--- src/rtl/trig_line_pkg.sv ---
// ============================================================================
// trig_line_pkg : shared codes, source indices and FSM encoding for trig_line_sched
// Rev 1.0
// ============================================================================
`default_nettype none

package trig_line_pkg;

    localparam logic [3:0] CODE_ALIGN = 4'b1010;
    localparam logic [3:0] CODE_DELTA = 4'b1001;
    localparam logic [3:0] CODE_PED   = 4'b1100;

    localparam int SRC_ALIGN = 0;
    localparam int SRC_DELTA = 1;
    localparam int SRC_PHYS  = 2;
    localparam int SRC_PED   = 3;

    typedef enum logic [1:0] {
        IDLE  = 2'd0,
        SHIFT = 2'd1,
        GAP   = 2'd2
    } state_t;

    // Counter width able to hold 0..max_val, never narrower than one bit.
    function automatic int cnt_width(input int max_val);
        return (max_val < 2) ? 1 : $clog2(max_val + 1);
    endfunction

endpackage

`default_nettype wire

--- src/rtl/trig_line_sched_prio_arb.sv ---
// ============================================================================
// prio_arb : combinational fixed-priority one-hot picker, bit 0 wins
// Rev 1.0
// ============================================================================
`default_nettype none

module prio_arb
    import trig_line_pkg::*;
#(
    parameter int N = 4
) (
    input  logic [N-1:0] cand,
    output logic [N-1:0] pick
);

    // Two's-complement trick isolates the lowest set bit.
    assign pick = cand & (~cand + N'(1));

endmodule

`default_nettype wire

--- src/rtl/trig_line_sched.sv ---
// ============================================================================
// trig_line_sched : arbitrates trigger requesters and serializes codes onto out_adc
// Rev 1.0
// ============================================================================
`default_nettype none

module trig_line_sched
    import trig_line_pkg::*;
#(
    parameter int N_REQ   = 4,
    parameter int CODE_W  = 4,
    parameter int MIN_GAP = 4,
    parameter int DROP_W  = 16
) (
    input  logic                    clk,
    input  logic                    rst_n,
    input  logic                    in_live,
    input  logic [N_REQ-1:0]        req,
    input  logic [N_REQ*CODE_W-1:0] req_code,
    input  logic [N_REQ-1:0]        en_mask,
    output logic                    out_adc,
    output logic [N_REQ-1:0]        grant,
    output logic                    busy,
    output logic [DROP_W-1:0]       drop_cnt,
    output logic [31:0]             sent_cnt
);

    localparam int BIT_W  = cnt_width(CODE_W - 1);
    localparam int GAP_W  = cnt_width(MIN_GAP);
    localparam bit NO_GAP = (MIN_GAP == 0);

    state_t            state, state_nxt;
    logic [N_REQ-1:0]  pending, pending_nxt;
    logic [CODE_W-1:0] code_q     [N_REQ];
    logic [CODE_W-1:0] code_q_nxt [N_REQ];
    logic [CODE_W-1:0] shift_reg, shift_nxt, code_sel;
    logic [BIT_W-1:0]  bit_cnt, bit_cnt_nxt;
    logic [GAP_W-1:0]  gap_cnt, gap_cnt_nxt;
    logic              out_nxt, busy_nxt;
    logic [N_REQ-1:0]  grant_nxt;
    logic [DROP_W-1:0] drop_nxt;
    logic [31:0]       sent_nxt;
    logic [N_REQ-1:0]  eff_req, cand, pick, take;
    logic              decide;

    assign eff_req = req & en_mask;
    assign cand    = pending | eff_req;

    // A new code may launch from IDLE, on the last GAP edge, or straight after
    // the LSB when no gap is configured.
    assign decide = (state == IDLE)
                 || (NO_GAP && (state == SHIFT) && (bit_cnt == '0))
                 || ((state == GAP) && (gap_cnt == GAP_W'(1)));
    assign take   = decide ? pick : '0;

    prio_arb #(.N(N_REQ)) u_arb (
        .cand (cand),
        .pick (pick)
    );

    // A source granted in the cycle of its own pulse uses the live code.
    always_comb begin
        code_sel = '0;
        for (int i = 0; i < N_REQ; i++) begin
            if (take[i]) begin
                code_sel = pending[i] ? code_q[i] : req_code[i*CODE_W +: CODE_W];
            end
        end
    end

    always_comb begin
        state_nxt   = state;
        pending_nxt = pending;
        code_q_nxt  = code_q;
        shift_nxt   = shift_reg;
        bit_cnt_nxt = bit_cnt;
        gap_cnt_nxt = gap_cnt;
        out_nxt     = out_adc;
        grant_nxt   = '0;
        drop_nxt    = drop_cnt;
        sent_nxt    = sent_cnt;

        for (int i = 0; i < N_REQ; i++) begin
            if (take[i]) begin
                // A pulse arriving as the stored request is granted re-arms the source.
                pending_nxt[i] = pending[i] & eff_req[i];
                if (pending[i] && eff_req[i]) begin
                    code_q_nxt[i] = req_code[i*CODE_W +: CODE_W];
                end
            end else if (eff_req[i]) begin
                if (pending[i]) begin
                    if (drop_nxt != '1) begin
                        drop_nxt = drop_nxt + DROP_W'(1);
                    end
                end else begin
                    pending_nxt[i] = 1'b1;
                    code_q_nxt[i]  = req_code[i*CODE_W +: CODE_W];
                end
            end
        end

        case (state)
            IDLE: begin
                out_nxt = 1'b0;
            end
            SHIFT: begin
                if (bit_cnt != '0) begin
                    shift_nxt   = shift_reg << 1;
                    out_nxt     = shift_nxt[CODE_W-1];
                    bit_cnt_nxt = bit_cnt - BIT_W'(1);
                end else begin
                    out_nxt  = 1'b0;
                    sent_nxt = sent_cnt + 32'd1;
                    if (NO_GAP) begin
                        state_nxt = IDLE;
                    end else begin
                        state_nxt   = GAP;
                        gap_cnt_nxt = GAP_W'(MIN_GAP);
                    end
                end
            end
            GAP: begin
                out_nxt = 1'b0;
                if (gap_cnt == GAP_W'(1)) begin
                    state_nxt = IDLE;
                end else begin
                    gap_cnt_nxt = gap_cnt - GAP_W'(1);
                end
            end
            default: begin
                state_nxt = IDLE;
                out_nxt   = 1'b0;
            end
        endcase

        if (|take) begin
            state_nxt   = SHIFT;
            shift_nxt   = code_sel;
            out_nxt     = code_sel[CODE_W-1];
            bit_cnt_nxt = BIT_W'(CODE_W - 1);
            grant_nxt   = take;
        end

        // Dropping the live gate flushes everything, counters included.
        if (!in_live) begin
            state_nxt   = IDLE;
            pending_nxt = '0;
            shift_nxt   = '0;
            bit_cnt_nxt = '0;
            gap_cnt_nxt = '0;
            out_nxt     = 1'b0;
            grant_nxt   = '0;
            drop_nxt    = '0;
            sent_nxt    = '0;
        end

        busy_nxt = (state_nxt != IDLE);
    end

    always_ff @(posedge clk or negedge rst_n) begin
        if (!rst_n) begin
            state     <= IDLE;
            pending   <= '0;
            code_q    <= '{default: '0};
            shift_reg <= '0;
            bit_cnt   <= '0;
            gap_cnt   <= '0;
            out_adc   <= 1'b0;
            grant     <= '0;
            busy      <= 1'b0;
            drop_cnt  <= '0;
            sent_cnt  <= '0;
        end else begin
            state     <= state_nxt;
            pending   <= pending_nxt;
            code_q    <= code_q_nxt;
            shift_reg <= shift_nxt;
            bit_cnt   <= bit_cnt_nxt;
            gap_cnt   <= gap_cnt_nxt;
            out_adc   <= out_nxt;
            grant     <= grant_nxt;
            busy      <= busy_nxt;
            drop_cnt  <= drop_nxt;
            sent_cnt  <= sent_nxt;
        end
    end

endmodule

`default_nettype wire

--- config.mk ---
export PLATFORM = sky130hd
export DESIGN_NAME = trig_line_sched
export DESIGN_NICKNAME = d
export VERILOG_FILES = /design/src/rtl/trig_line_pkg.sv /design/src/rtl/trig_line_sched_prio_arb.sv /design/src/rtl/trig_line_sched.sv
export SDC_FILE = /design/constraint.sdc
export NUM_CORES = 1
export LEC_CHECK = 0
export BUFFER_PORTS_ARGS = -buffer_cell sky130_fd_sc_hd__buf_2
export CORE_MARGIN = 3
export CORE_UTILIZATION = 54
export DETAILED_ROUTE_END_ITERATION = 8
export PLACE_DENSITY = 0.83
export SLEW_MARGIN = 10
export SYNTH_ARGS = -nofsm -noshare
export SYNTH_HDL_FRONTEND = slang
export SYNTH_SLANG_ARGS = --single-unit
--- constraint.sdc ---
create_clock -name clk -period 6.45 [get_ports clk]
set_clock_uncertainty 0.05 [all_clocks]
set_input_delay 0.645 -clock clk [delete_from_list [all_inputs] [get_ports clk]]
set_output_delay 0.645 -clock clk [all_outputs]
set_load 0.02 [all_outputs]
Word level (Yosys, flattened, before mapping)
Cells that the tools add are included.
W data, S select, Z words.
{"block": "op_classes", "addsub": 8, "eq_ne": 22, "mux": 73, "bitwise_logic": 8, "reduce_logical": 21}
{"op": "$mux W16", "count": 17}
{"op": "$mux W32", "count": 3}
{"op": "$mux W4", "count": 24}
{"op": "$add A16 B1 Y16 const B", "count": 4}
{"op": "$ne A16 B16 Y1 const B", "count": 4}
{"op": "$add A32 B1 Y32 const B", "count": 1}
{"op": "$mux W3", "count": 7}
{"op": "$ne A3 B1 Y1 const B", "count": 7}
{"op": "$mux W2", "count": 8}
{"op": "$mux W1", "count": 12}
{"op": "$reduce_and A2 Y1", "count": 6}
{"op": "$reduce_bool A2 Y1", "count": 6}
{"op": "$ne A2 B1 Y1 const B", "count": 5}
{"op": "$and A4 B4 Y4", "count": 2}
{"op": "$ne A3 B3 Y1 const B", "count": 2}
{"op": "$pmux W2 S3", "count": 1}
{"op": "$pmux W3 S2", "count": 1}
{"op": "$logic_and A1 B1 Y1", "count": 5}
{"op": "$add A4 B1 Y4 const B", "count": 1}
{"op": "$and A1 B1 Y1", "count": 4}
{"op": "$not A4 Y4", "count": 1}
{"op": "$or A4 B4 Y4", "count": 1}
{"op": "$reduce_or A4 Y1", "count": 1}
{"op": "$eq A3 B1 Y1 const B", "count": 1}
{"op": "8 further kinds", "count": 8}
{"block": "word_totals", "reg_bits": 84, "input_bits": 27}

Longest topological paths before layout
Gate-level depths: netlist of run 1.
{"block": "depth", "word_depth": 23, "depth_mapped": 30, "mapped_depth_nobuf": 26}

Modules after synthesis
A second synthesis of run 1 with hierarchy kept.
{"block": "unflattened", "hier_cells": 765, "hier_area_um2": 6472.5}
{"module": "trig_line_sched", "n_inst": 1, "cells_per_inst": 761, "area_per_inst_um2": 6436.2}
{"module": "prio_arb", "n_inst": 1, "cells_per_inst": 4, "area_per_inst_um2": 36.3}

Worst setup path after synthesis of run 1
Ideal clock, no wire load.
{"block": "synth_timing", "path_type": "register to register", "startpoint": "register drop_cnt[1]", "endpoint": "register drop_cnt[4]", "setup_ns": 0.104, "arrival_time_ns": 6.537, "path_slack_ns": -0.241, "stages_incl_launch_ff": 27, "path_buffers": 2, "period_less_slack_ns": 6.691, "path_cell_list": "dfrtp_1 > ha_1 > nand3_1 > nor4_4 > nor3_2 > mux2_2 > ha_1 > buf_1 > and2_1 > mux2i_1 > nor2_1 > a31oi_1 > xnor2_1 > inv_1 > ha_1 > o211ai_1 > or4_4 > nand2_1 > mux2_2 > ha_1 > nor4b_1 > or2_2 > clkbuf_1 > and4_1 > nor4b_1 > o311ai_4 > o41ai_2"}
{"block": "synth_via", "elab_chain_len": 21}
{"element": "start, declared", "line": "trig_line_sched.sv:24", "text": "output logic [DROP_W-1:0] drop_cnt,"}
{"element": "start signal, assigned", "line": "trig_line_sched.sv:183", "text": "drop_cnt <= drop_nxt;"}
{"element": "$add A16 B1 Y16 or $ne A16 B16 Y1 (tied branches)", "line": "trig_line_sched.sv:93, trig_line_sched.sv:92"}
{"element": "$mux W16", "line": "trig_line_sched.sv:92", "text": "if (drop_nxt != '1) begin"}
{"element": "$mux W16", "line": "trig_line_sched.sv:91", "text": "if (pending[i]) begin"}
{"element": "$mux W16", "line": "trig_line_sched.sv:90", "text": "end else if (eff_req[i]) begin"}
{"element": "$mux W16 *", "line": "trig_line_sched.sv:84", "text": "if (take[i]) begin"}
{"element": "$add A16 B1 Y16 or $ne A16 B16 Y1 (tied branches)", "line": "trig_line_sched.sv:93, trig_line_sched.sv:92"}
{"element": "$mux W16", "line": "trig_line_sched.sv:92"}
{"element": "$mux W16", "line": "trig_line_sched.sv:91"}
{"element": "[6 not listed]"}
{"element": "$mux W16 *", "line": "trig_line_sched.sv:84"}
{"element": "$add A16 B1 Y16 or $ne A16 B16 Y1 (tied branches)", "line": "trig_line_sched.sv:93, trig_line_sched.sv:92"}
{"element": "$mux W16", "line": "trig_line_sched.sv:92"}
{"element": "$mux W16", "line": "trig_line_sched.sv:91"}
{"element": "$mux W16", "line": "trig_line_sched.sv:90"}
{"element": "$mux W16 *", "line": "trig_line_sched.sv:84"}
{"element": "$mux W16 *", "line": "trig_line_sched.sv:145", "text": "if (!in_live) begin"}
{"element": "named net drop_nxt[4]", "line": "trig_line_sched.sv:41", "text": "logic [DROP_W-1:0] drop_nxt;"}
Mark *: on every way through the listed nets, which the timed path passes. The rest lies on a longest branch.
A chain may end at the register's enable or synchronous reset.

Worst setup path in the final report of run 1
{"block": "layout_timing", "startpoint": "register drop_cnt[6]", "endpoint": "register drop_cnt[11]"}
Same word-level chain as after synthesis.

==> metrics.md, run 1 <==
| Metric | Value |
|---|---|
| Initial Utilization | `56.26%` |
| FF-to-FF setup slack | `0.21 ns` |
| Sequential cell fraction of total power | `42.9%` |
| Post-Syn Nets | `787` |
| Crit path capture type | `flop` |
| Synth Flop Type | `dfrtp_1` |
| Synth top area share | `32.17%` |
| Static Leak | `3.216 nW` |
| Slew @ Worst Pin | `1.072 ns` |
| Peak VDD IR | `0.0001432 V` |
| Number of cells on the critical path | `23` |
| Power per cell area | `195.0 nW/um2` |
| Hold_ws | `0.4035 ns` |
| Number of global-route vias before repair | `6251` |
| Core box area | `11610 um2` |
| Fmax | `160.3 MHz` |
| Top post-synthesis cells by area | `dfrtp_1 32%, mux2_2 7.4%, nor2_1 5.1%` |
| Die area | `13460 um2` |
| Synth area leader | `dfrtp_1` |
| Die height | `116 um` |
| DR iter-0 viols | `740` |
| Total Routing Usage GR | `29.51%` |
| Worst-skew pair later-pin latency | `0.34 ns` |
| Top reg by flops | `sent_cnt` |
| Seq/Total Area, Yosys | `32.17%` |
| Wire per inst | `19.30 um` |
| RR Startpoint | `drop_cnt[6]$_DFF_PN0_` |
| Num Clock Sinks | `84` |
| Hold Vio Cnt, Final | `0` |
| Crit path to | `drop_cnt[11]$_DFF_PN0_` |
| Top-count cell post-synth | `nor2_1` |
| First-pass DRT Iterations | `5` |
| Reg2reg path depth | `23` |
| Sw frac | `29.28%` |
| Tot Pwr | `1.485 mW` |
| GP Congestion | `1.071` |
| Reg clk slew, reported paths | `0.07 ns` |
| Internal cell power | `1.050 mW` |
| Max reg flops | `32` |
| CTS buffer count | `9` |
| Synth cell count leaders | `89 x nor2_1, 84 x dfrtp_1, 57 x nand2_1` |
| Combinational Power Share | `19.7%` |
| Syn Std Cell Area | `6534 um2` |
| Minimum clock period | `6.240 ns` |
| Synth cell types | `82` |
| Critical path class | `flop to flop` |
| Antenna Nets Post-Route | `0` |
| Vias/cell | `6.489` |
| Global route total overflow | `0` |
| Final Max Tran Viols | `0` |
| Die Width | `116 um` |
| Endpoints failing setup | `0` |
| Hpwl dp | `14180 um` |
| Routed WL | `19130 um` |
| Critical Path AT | `6.41 ns` |
| Crit start category | `flop` |
| CP Cell Sequence | `nand3_2 > nor4_4 > nor3_4 > xnor2_1 > inv_1 > ha_1 > nor2b_2 > mux2_2 > nand3_1 > o311ai_4 > nand3_4 > or4_4 > or4_4 > nand2_1 > mux2_2 > ha_1 > o211a_1 > or2_2 > a41oi_4 > buf_4 > nand4_1 > xnor2_1 > nor2_1` |
| Fill count | `976` |
| Outcome | `finished, final reports clean` |
| Largest regs | `sent_cnt: 32 flops, code_q: 16 flops, drop_cnt: 16 flops` |
| Final instance area | `7617 um2` |
| Cell family with most CP delay | `simple AND/OR/NAND/NOR gates` |
| Vias post-DR | `6431` |
| Tcrit/Tclk final | `96.74%` |
| Switch Pwr | `0.4348 mW` |
| Critical Path Max Stage Delay | `0.57 ns` |
| H-Tree Depth | `3` |
| Initial antenna violation count | `0` |
| Layout cells sized above 1 | `25.59%` |
| Longest Clk Path Bufs | `2` |
| I/O pin total | `81` |
| Slew HR | `28.54%` |
| Largest net degree at the start of global routing | `85` |
| Worst path slowest cell | `or4_4` |
| Post-synth EDFFs | `0` |
| Clock share of power | `37.4%` |
| Synth async-reset ratio | `100.0%` |
| I/O Buffers | `80` |
| Layout area overhead | `16.58%` |
| WP data required | `6.62 ns` |
| Cells after Synth | `752` |
| Root Driver | `clkbuf_16` |
| Mean Syn Cell Area | `8.689 um2` |
| Setup total negative slack | `0 ns` |
| Worst min path class | `input pin to async pin` |
| Hold_buf cts | `0` |
| Yosys reg bits | `84` |
| Placed instance area | `7232 um2` |
| Crit path from | `drop_cnt[6]$_DFF_PN0_` |
| Post-route DRC | `0` |
| Antenna diode count | `0` |
| Crit path buffers/inverters | `2` |
| Critical path fanouts, max | `9` |
| First-pass GRT wire length | `31610 um` |
| Layout Nets | `878` |
| CTS tree | `yes` |
| Max-Cap Viols | `0` |
| FF-to-FF End | `drop_cnt[11]$_DFF_PN0_` |
| Synth warn | `0` |
| Core Rows | `39` |
power groups by stage:
stage	clock [mW]	combinational (mW)	sequential [mW]
finish	0.555	0.292	0.638
global route	0.586	0.321	0.644
CTS	0.558	0.290	0.636
detailed placement	0	0.286	0.644
global placement	0	0.276	0.638
floorplan	0	0.207	0.633
cell usage in the layout (no fill, tap or decap), drive strengths merged, types with 24 or more instances in the layout:
cell and count:
nand2 57, a21oi 32, nor2 89, and3 24
xor2 33, buf 118, nor3 27, xnor2 33
nand3 41, mux2 43, dfrtp 84
kinds of logic after synthesis:
kind of cell    share of synthesized area (%)
simple gates                            29.28
compound gates                          15.03
flops                                   32.17
xor+xnor                                8.847
mux                                     9.402
buf+inv                                 3.734
fa+ha+maj                               1.532
routing by layer:
metal	GRT usage (%)	part of all wire [%]
met5	0	0
met2	45.45	46
met3	5.065	7.2
met1	39.60	42
met4	16.09	4.6
metrics by stage:
stage               setup slack (ns)  std cells  utilization (%)
floorplan                    0.03877        752                -
global placement              0.3199        974            62.27
finish                        0.2104        991            65.59
detailed placement            0.2080        974            62.27
global route                -0.03270        991            65.59
CTS                           0.2520        990            65.04
cell type report:
type / instances / area, um2 / area share [%]
Sequential cell: 84 / 2105 / 27.63
Tap cell: 143 / 178.9 / 2.349
Clock inverter: 4 / 55.05 / 0.7227
Clock buffer: 12 / 266.5 / 3.499
Inverter: 17 / 63.81 / 0.8377
Multi-Input combinational cell: 613 / 4260 / 55.93
Timing Repair Buffer: 118 / 688.2 / 9.034
worst min path at each step:
stage	endpoint	startpoint	depth (start not counted)	slack (ns)
final	out_adc$_DFF_PN0_	rst_n	1	0.40
after global placement	code_q[7]$_DFFE_PN0P_	code_q[7]$_DFFE_PN0P_	1	0.43
after global routing	code_q[0]$_DFFE_PN0P_	code_q[0]$_DFFE_PN0P_	1	0.47
after detailed placement	code_q[2]$_DFFE_PN0P_	code_q[2]$_DFFE_PN0P_	1	0.44
after CTS	code_q[2]$_DFFE_PN0P_	code_q[2]$_DFFE_PN0P_	1	0.46
after floorplan	bit_cnt[0]$_DFFE_PN0P_	rst_n	0	0.30
repair_timing:
item,4_1_cts,5_1_grt
gates resized for setup,0,11
endpoints found under the hold margin,0,0
setup endpoints to repair,0,11
setup buffers,0,1
No activity file was read; power rests on OpenSTA's default activity.
==> run 2, diff against run 1 <==
--- a/config.mk
+++ b/config.mk
@@ -10,6 +10,7 @@
 export CORE_UTILIZATION = 54
 export DETAILED_ROUTE_END_ITERATION = 8
 export PLACE_DENSITY = 0.83
+export RECOVER_POWER = 50
 export SLEW_MARGIN = 10
 export SYNTH_ARGS = -nofsm -noshare
 export SYNTH_HDL_FRONTEND = slang
==> metrics.md, run 2 (same netlist as run 1, synthesis figures left out) <==
| Metric | Value |
|---|---|
| Outcome | `finished with violations` |
| Failing checks | `capacitance limit, slew limit` |
| Die Width | `116 um (unchanged)` |
| Vias post-DR | `6465 (+0.53%)` |
| Slew @ Worst Pin | `4.437 ns (+3.365 ns)` |
| Hold endpoint | `code_q[3]$_DFFE_PN0P_` |
| Power per cell area | `195.7 nW/um2 (+0.38%)` |
| Crit path buffers/inverters | `2 (unchanged)` |
| RR Startpoint | `drop_cnt[6]$_DFF_PN0_` |
| Fill count | `989 (+1.3%)` |
| Reg clk slew, reported paths | `0.07 ns (about the same)` |
| Critical path fanouts, max | `9 (unchanged)` |
| Global route total overflow | `0 (unchanged)` |
| Commonest cells after routing, fill and taps aside | `88 x nor2_1, 82 x dfrtp_1, 57 x nand2_1` |
| Largest regs | `sent_cnt: 32 flops, code_q: 16 flops, drop_cnt: 16 flops` |
| Routed WL | `19200 um (+0.37%)` |
| Wire per inst | `19.38 um (+0.37%)` |
| Initial Utilization | `56.26% (unchanged)` |
| Post-route DRC | `0 (unchanged)` |
| Layout cells sized above 1 | `22.64% (-2.9 points)` |
| Layout Nets | `878 (unchanged)` |
| Layout area overhead | `16.07%` |
| Final Max Tran Viols | `85 (+85)` |
| Register Area | `2105 um2 (unchanged)` |
| Hold Vio Cnt, Final | `0 (unchanged)` |
| CTS tree | `yes` |
| I/O pin total | `81 (unchanged)` |
| Worst min path class | `flop to flop` |
| Tcrit/Tclk final | `96.57% (-0.17 points)` |
| Endpoints failing setup | `0 (unchanged)` |
| CP Cell Sequence | `nand3_2 > nor4_4 > nor3_4 > xnor2_1 > inv_1 > ha_1 > nor2b_2 > mux2_2 > nand3_1 > o311ai_4 > nand3_4 > or4_4 > or4_4 > nand2_1 > mux2_2 > ha_1 > o211a_1 > or2_2 > a41oi_4 > buf_4 > nand4_1 > xnor2_1 > nor2_1` |
| Initial antenna violation count | `0 (unchanged)` |
| Max-Cap Viols | `1 (+1)` |
| Number of global-route vias before repair | `6251 (unchanged)` |
| Root Driver | `clkbuf_16` |
| Crit start category | `flop` |
| Antenna Nets Post-Route | `0 (unchanged)` |
| Final instance area | `7584 um2 (-0.44%)` |
| WP data required | `6.62 ns (about the same)` |
| FF-to-FF setup slack | `0.22 ns (about the same)` |
| Num Clock Sinks | `84 (unchanged)` |
| First-pass DRT Iterations | `5 (unchanged)` |
| Longest Clk Path Bufs | `2 (unchanged)` |
| Reg2reg path depth | `23 (unchanged)` |
| I/O Buffers | `80 (unchanged)` |
| Hold_ws | `0.4582 ns (+0.05467 ns)` |
| Critical path class | `flop to flop` |
| H-Tree Depth | `3 (unchanged)` |
| Minimum clock period | `6.229 ns (-0.01094 ns)` |
| CTS buffer count | `9 (unchanged)` |
| GP Congestion | `1.071 (unchanged)` |
| Hpwl dp | `14180 um (unchanged)` |
| Top reg by flops | `sent_cnt` |
| Max reg flops | `32 (unchanged)` |
| Core Rows | `39 (unchanged)` |
| Placed instance area | `7232 um2 (unchanged)` |
| First-pass GRT wire length | `31610 um (unchanged)` |
| Die height | `116 um (unchanged)` |
| Crit path capture type | `flop` |
| Multi-input logic area | `4260 um2 (unchanged)` |
| Worst path slowest cell | `or4_4` |
| Core box area | `11610 um2 (unchanged)` |
| Fmax | `160.5 MHz (+0.18%)` |
| Total Routing Usage GR | `29.51% (unchanged)` |
| Most common cell after layout, fill and taps aside | `nor2_1` |
| Peak VDD IR | `0.0001429 V (-0.19%)` |
| Largest net degree at the start of global routing | `85 (unchanged)` |
| Antenna diode count | `0 (unchanged)` |
| FF-to-FF End | `drop_cnt[11]$_DFF_PN0_` |
| HP Start | `code_q[3]$_DFFE_PN0P_` |
| Cell family with most CP delay | `simple AND/OR/NAND/NOR gates` |
| Worst-skew pair later-pin latency | `0.34 ns (about the same)` |
| Critical Path AT | `6.39 ns (-0.02 ns)` |
| Die area | `13460 um2 (unchanged)` |
| DR iter-0 viols | `721 (-2.6%)` |
| Hold path depth | `1` |
| Slew HR | `-195.8% (-220 points)` |
| Static Leak | `3.108 nW (-3.4%)` |
| Vias/cell | `6.524 (+0.53%)` |
| Critical Path Max Stage Delay | `0.58 ns (about the same)` |
## run 2: how the worst max path moves through the flow
stage | startpoint | endpoint | depth (start not counted)
finish | drop_cnt[6]$_DFF_PN0_ | drop_cnt[11]$_DFF_PN0_ | 23
global route | drop_cnt[1]$_DFF_PN0_ | drop_cnt[11]$_DFF_PN0_ | 24
CTS | drop_cnt[1]$_DFF_PN0_ | drop_cnt[11]$_DFF_PN0_ | 24
detailed placement | req[0] | drop_cnt[11]$_DFF_PN0_ | 22
global placement | en_mask[0] | drop_cnt[11]$_DFF_PN0_ | 21
floorplan | drop_cnt[13]$_DFF_PN0_ | drop_cnt[10]$_DFF_PN0_ | 25
## run 2: worst register-to-register path, stage by stage, from the launching register on
cell	delay [ns]
dfrtp_1	0.56
nand3_2	0.23
nor4_4	0.40
nor3_4	0.09
xnor2_1	0.16
inv_1	0.10
ha_1	0.18
nor2b_2	0.22
mux2_2	0.23
nand3_1	0.16
o311ai_4	0.34
nand3_4	0.14
or4_4	0.57
or4_4	0.58
nand2_1	0.12
mux2_2	0.36
ha_1	0.23
o211a_1	0.14
or2_2	0.39
a41oi_4	0.25
buf_4	0.22
nand4_1	0.12
xnor2_1	0.20
nor2_1	0.05
## run 2: power breakdown
part | internal [mW] | total [mW] | leakage (nW) | switching, mW
clock | 0.334 | 0.555 | 0.155 | 0.221
combinational | 0.123 | 0.291 | 1.83 | 0.168
sequential | 0.592 | 0.638 | 1.12 | 0.0462
total | 1.05 | 1.48 | 3.11 | 0.435
## run 2: metal layers
metal	vias to the layer above	share of wire (%)	GRT usage (%)
met5	-	0	0
met4	0	4.7	16.09
met3	80	7.4	5.065
met2	339	46	45.45
met1	3094	42	39.60
li1	2952	-	-
## run 2: timing repair
action	CTS	global route
buffers inserted	0	1
setup endpoints to repair	0	11
hold buffers	0	0
endpoints found under the hold margin	0	0
gates resized for setup	0	11
## run 2: area by class of cell
cell class | instances | area share [%]
multi-input combinational | 613 | 56.18
sequential | 84 | 27.75
timing repair buffer | 118 | 8.629
clock buffer | 12 | 3.514
tap | 143 | 2.359
inverter | 17 | 0.8414
clock inverter | 4 | 0.7260
## run 2: through the flow
stage | worst slack [ns] | total power [mW] | utilization (%) | instances | setup TNS [ns]
floorplan | 0.03877 | 0.8399 | - | 752 | 0
global placement | 0.3199 | 0.9133 | 62.27 | 974 | 0
detailed placement | 0.2080 | 0.9296 | 62.27 | 974 | 0
CTS | 0.2520 | 1.484 | 65.04 | 990 | 0
global route | -0.03270 | 1.550 | 65.30 | 991 | -0.09725
finish | 0.2213 | 1.484 | 65.30 | 991 | 0
==> run 3, diff against run 2 <==
--- a/config.mk
+++ b/config.mk
@@ -7,9 +7,9 @@
 export LEC_CHECK = 0
 export BUFFER_PORTS_ARGS = -buffer_cell sky130_fd_sc_hd__buf_2
 export CORE_MARGIN = 3
-export CORE_UTILIZATION = 54
+export CORE_UTILIZATION = 35
 export DETAILED_ROUTE_END_ITERATION = 8
-export PLACE_DENSITY = 0.83
+export PLACE_DENSITY = 0.6
 export RECOVER_POWER = 50
 export SLEW_MARGIN = 10
 export SYNTH_ARGS = -nofsm -noshare
==> metrics.md, run 3 (same netlist as run 1, synthesis figures left out) <==
| Metric | Value |
|---|---|
| Longest Clk Path Bufs | `2 (unchanged)` |
| Static Leak | `3.180 nW (+2.3%)` |
| Cell Count, Final, Fillers Out | `1084 (+9.4%)` |
| Core box area | `18150 um2 (+56%)` |
| H-Tree Depth | `3 (unchanged)` |
| CTS tree | `yes` |
| Antenna diode count | `0 (unchanged)` |
| Routed WL | `19950 um (+3.9%)` |
| Global route total overflow | `0 (unchanged)` |
| Placed cells | `1065 (+9.3%)` |
| Slew @ Worst Pin | `3.126 ns (-1.311 ns)` |
| Max reg flops | `32 (unchanged)` |
| Die Width | `142.6 um (+23%)` |
| First-pass GRT wire length | `31080 um (-1.7%)` |
| RSZ-0062 raised after global routing | `no` |
| WP data required | `6.59 ns (-0.03 ns)` |
| Num Clock Sinks | `84 (unchanged)` |
| Hold_ws | `0.4492 ns (-0.008957 ns)` |
| Die height | `142.6 um (+23%)` |
| Root Driver | `clkbuf_16` |
| Crit path capture type | `flop` |
| CTS buffer count | `9 (unchanged)` |
| Tot Pwr | `1.498 mW (+0.96%)` |
| Power per cell area | `193.9 nW/um2 (-0.91%)` |
| Hpwl dp | `15020 um (+5.9%)` |
| Endpoints failing setup | `0 (unchanged)` |
| Largest net degree at the start of global routing | `59 (-31%)` |
| Outcome | `finished with violations` |
| I/O Buffers | `80 (unchanged)` |
| Top reg by flops | `sent_cnt` |
| Minimum clock period | `6.196 ns (-0.03296 ns)` |
| Multi-input logic area | `4224 um2 (-0.85%)` |
| Fmax | `161.4 MHz (+0.53%)` |
| Number of global-route vias before repair | `5804 (-7.2%)` |
| Max-Cap Viols | `2 (+1)` |
| Critical path fanouts, max | `13 (+4)` |
| Critical Path AT | `6.33 ns (-0.06 ns)` |
| Setup ws final | `0.2543 ns (+0.03296 ns)` |
| Vias post-DR | `6302 (-2.5%)` |
| Initial antenna violation count | `0 (unchanged)` |
| Final Max Tran Viols | `87 (+2.4%)` |
| Hold Vio Cnt, Final | `0 (unchanged)` |
| Commonest cells after routing, fill and taps aside | `89 x nor2_1, 82 x dfrtp_1, 61 x buf_2` |
| Initial Utilization | `36.00% (-20 points)` |
| Layout area overhead | `18.25%` |
| Worst-skew pair later-pin latency | `0.34 ns (about the same)` |
| Setup total negative slack | `0 ns (unchanged)` |
| Post-route DRC | `0 (unchanged)` |
| Total Routing Usage GR | `19.16% (-10 points)` |
| Largest regs | `sent_cnt: 32 flops, code_q: 16 flops, drop_cnt: 16 flops` |
| Peak VDD IR | `0.0001718 V (+20%)` |
| Register Area | `2105 um2 (unchanged)` |
| Placed instance area | `7377 um2 (+2.0%)` |
| Fill count | `1806 (+83%)` |
| Failing checks | `capacitance limit, slew limit` |
| Post-Route Utilization | `42.57% (-23 points)` |
| DR iter-0 viols | `494 (-31%)` |
| GP Congestion | `0.9731 (-9.1%)` |
| Reg clk slew, reported paths | `0.06 ns (about the same)` |
| Worst min path class | `flop to flop` |
| Die area | `20340 um2 (+51%)` |
| Core Rows | `49 (+26%)` |
| Critical path class | `flop to flop` |
| Antenna Nets Post-Route | `0 (unchanged)` |
| Slew HR | `-108.4% (+87 points)` |
| Place WS | `0.2436 ns (+0.03561 ns)` |
| Crit start category | `flop` |
| First-pass DRT Iterations | `5 (unchanged)` |
| Final instance area | `7726 um2 (+1.9%)` |
| Most common cell after layout, fill and taps aside | `nor2_1` |
| Wire per inst | `18.41 um (-5.0%)` |
| Layout Nets | `885 (+0.80%)` |
| I/O pin total | `81 (unchanged)` |
| Tcrit/Tclk final | `96.06% (-0.51 points)` |
| Layout cells sized above 1 | `23.27% (+0.63 points)` |
| Hold_buf cts | `0 (unchanged)` |
| Vias/cell | `5.814 (-11%)` |
==> run 3: final timing paths <==
path                                              from                  endpoint  slack [ns]  cells after the start
worst max-delay path            drop_cnt[11]$_DFF_PN0_     drop_cnt[8]$_DFF_PN0_        0.25                     23
worst min-delay path             code_q[9]$_DFFE_PN0P_     code_q[9]$_DFFE_PN0P_        0.45                      1
worst max register to register  drop_cnt[11]$_DFF_PN0_     drop_cnt[8]$_DFF_PN0_        0.25                     23
worst min register to register   code_q[9]$_DFFE_PN0P_     code_q[9]$_DFFE_PN0P_        0.45                      1
max in group asynchronous                        rst_n     drop_cnt[4]$_DFF_PN0_        2.08                      2
min in group asynchronous                        rst_n  sent_cnt[27]$_DFFE_PN0P_        0.62                      1
==> run 3: critical path, stage by stage (launching register included) <==
cell     delay (ns)
dfrtp_1        0.49
nand4_1        0.24
nor4_4         0.35
nor3_4         0.09
xnor2_1        0.16
inv_1          0.11
ha_1           0.20
nor2b_1        0.20
mux2i_2        0.12
nor4b_1        0.36
mux2_2         0.32
nand3_4        0.13
or4_4          0.58
or4_4          0.59
nand2_1        0.12
mux2_2         0.35
ha_1           0.23
nor4b_1        0.16
or2_2          0.37
a41oi_2        0.18
buf_4          0.22
and4b_1        0.23
xnor2_1        0.12
nor2_1         0.06
==> run 3: power by group <==
| part | internal, mW | switching (mW) |
|---|---|---|
| logic | 0.128 | 0.166 |
| registers | 0.592 | 0.0392 |
| clock network | 0.369 | 0.204 |
| total | 1.09 | 0.409 |
==> run 3: repair_timing <==
action,in CTS,in global routing
gates resized for setup,0,5
buffers inserted,0,3
setup endpoints to repair,0,11
==> run 3: final cells by class <==
cell class / count / share of cell area (%)
Clock inverter: 4 / 0.9069
Multi-Input combinational cell: 613 / 54.67
Tap cell: 229 / 3.709
Clock buffer: 12 / 3.449
Timing Repair Buffer: 125 / 9.198
Sequential cell: 84 / 27.24
Inverter: 17 / 0.8259
==> run 3: metal layers <==
metal  global-route usage [%]  routed length (um)
met5                        0                   0
met4                    6.903                 575
met3                    3.516                1360
met2                    28.81                8988
met1                    27.57                9029
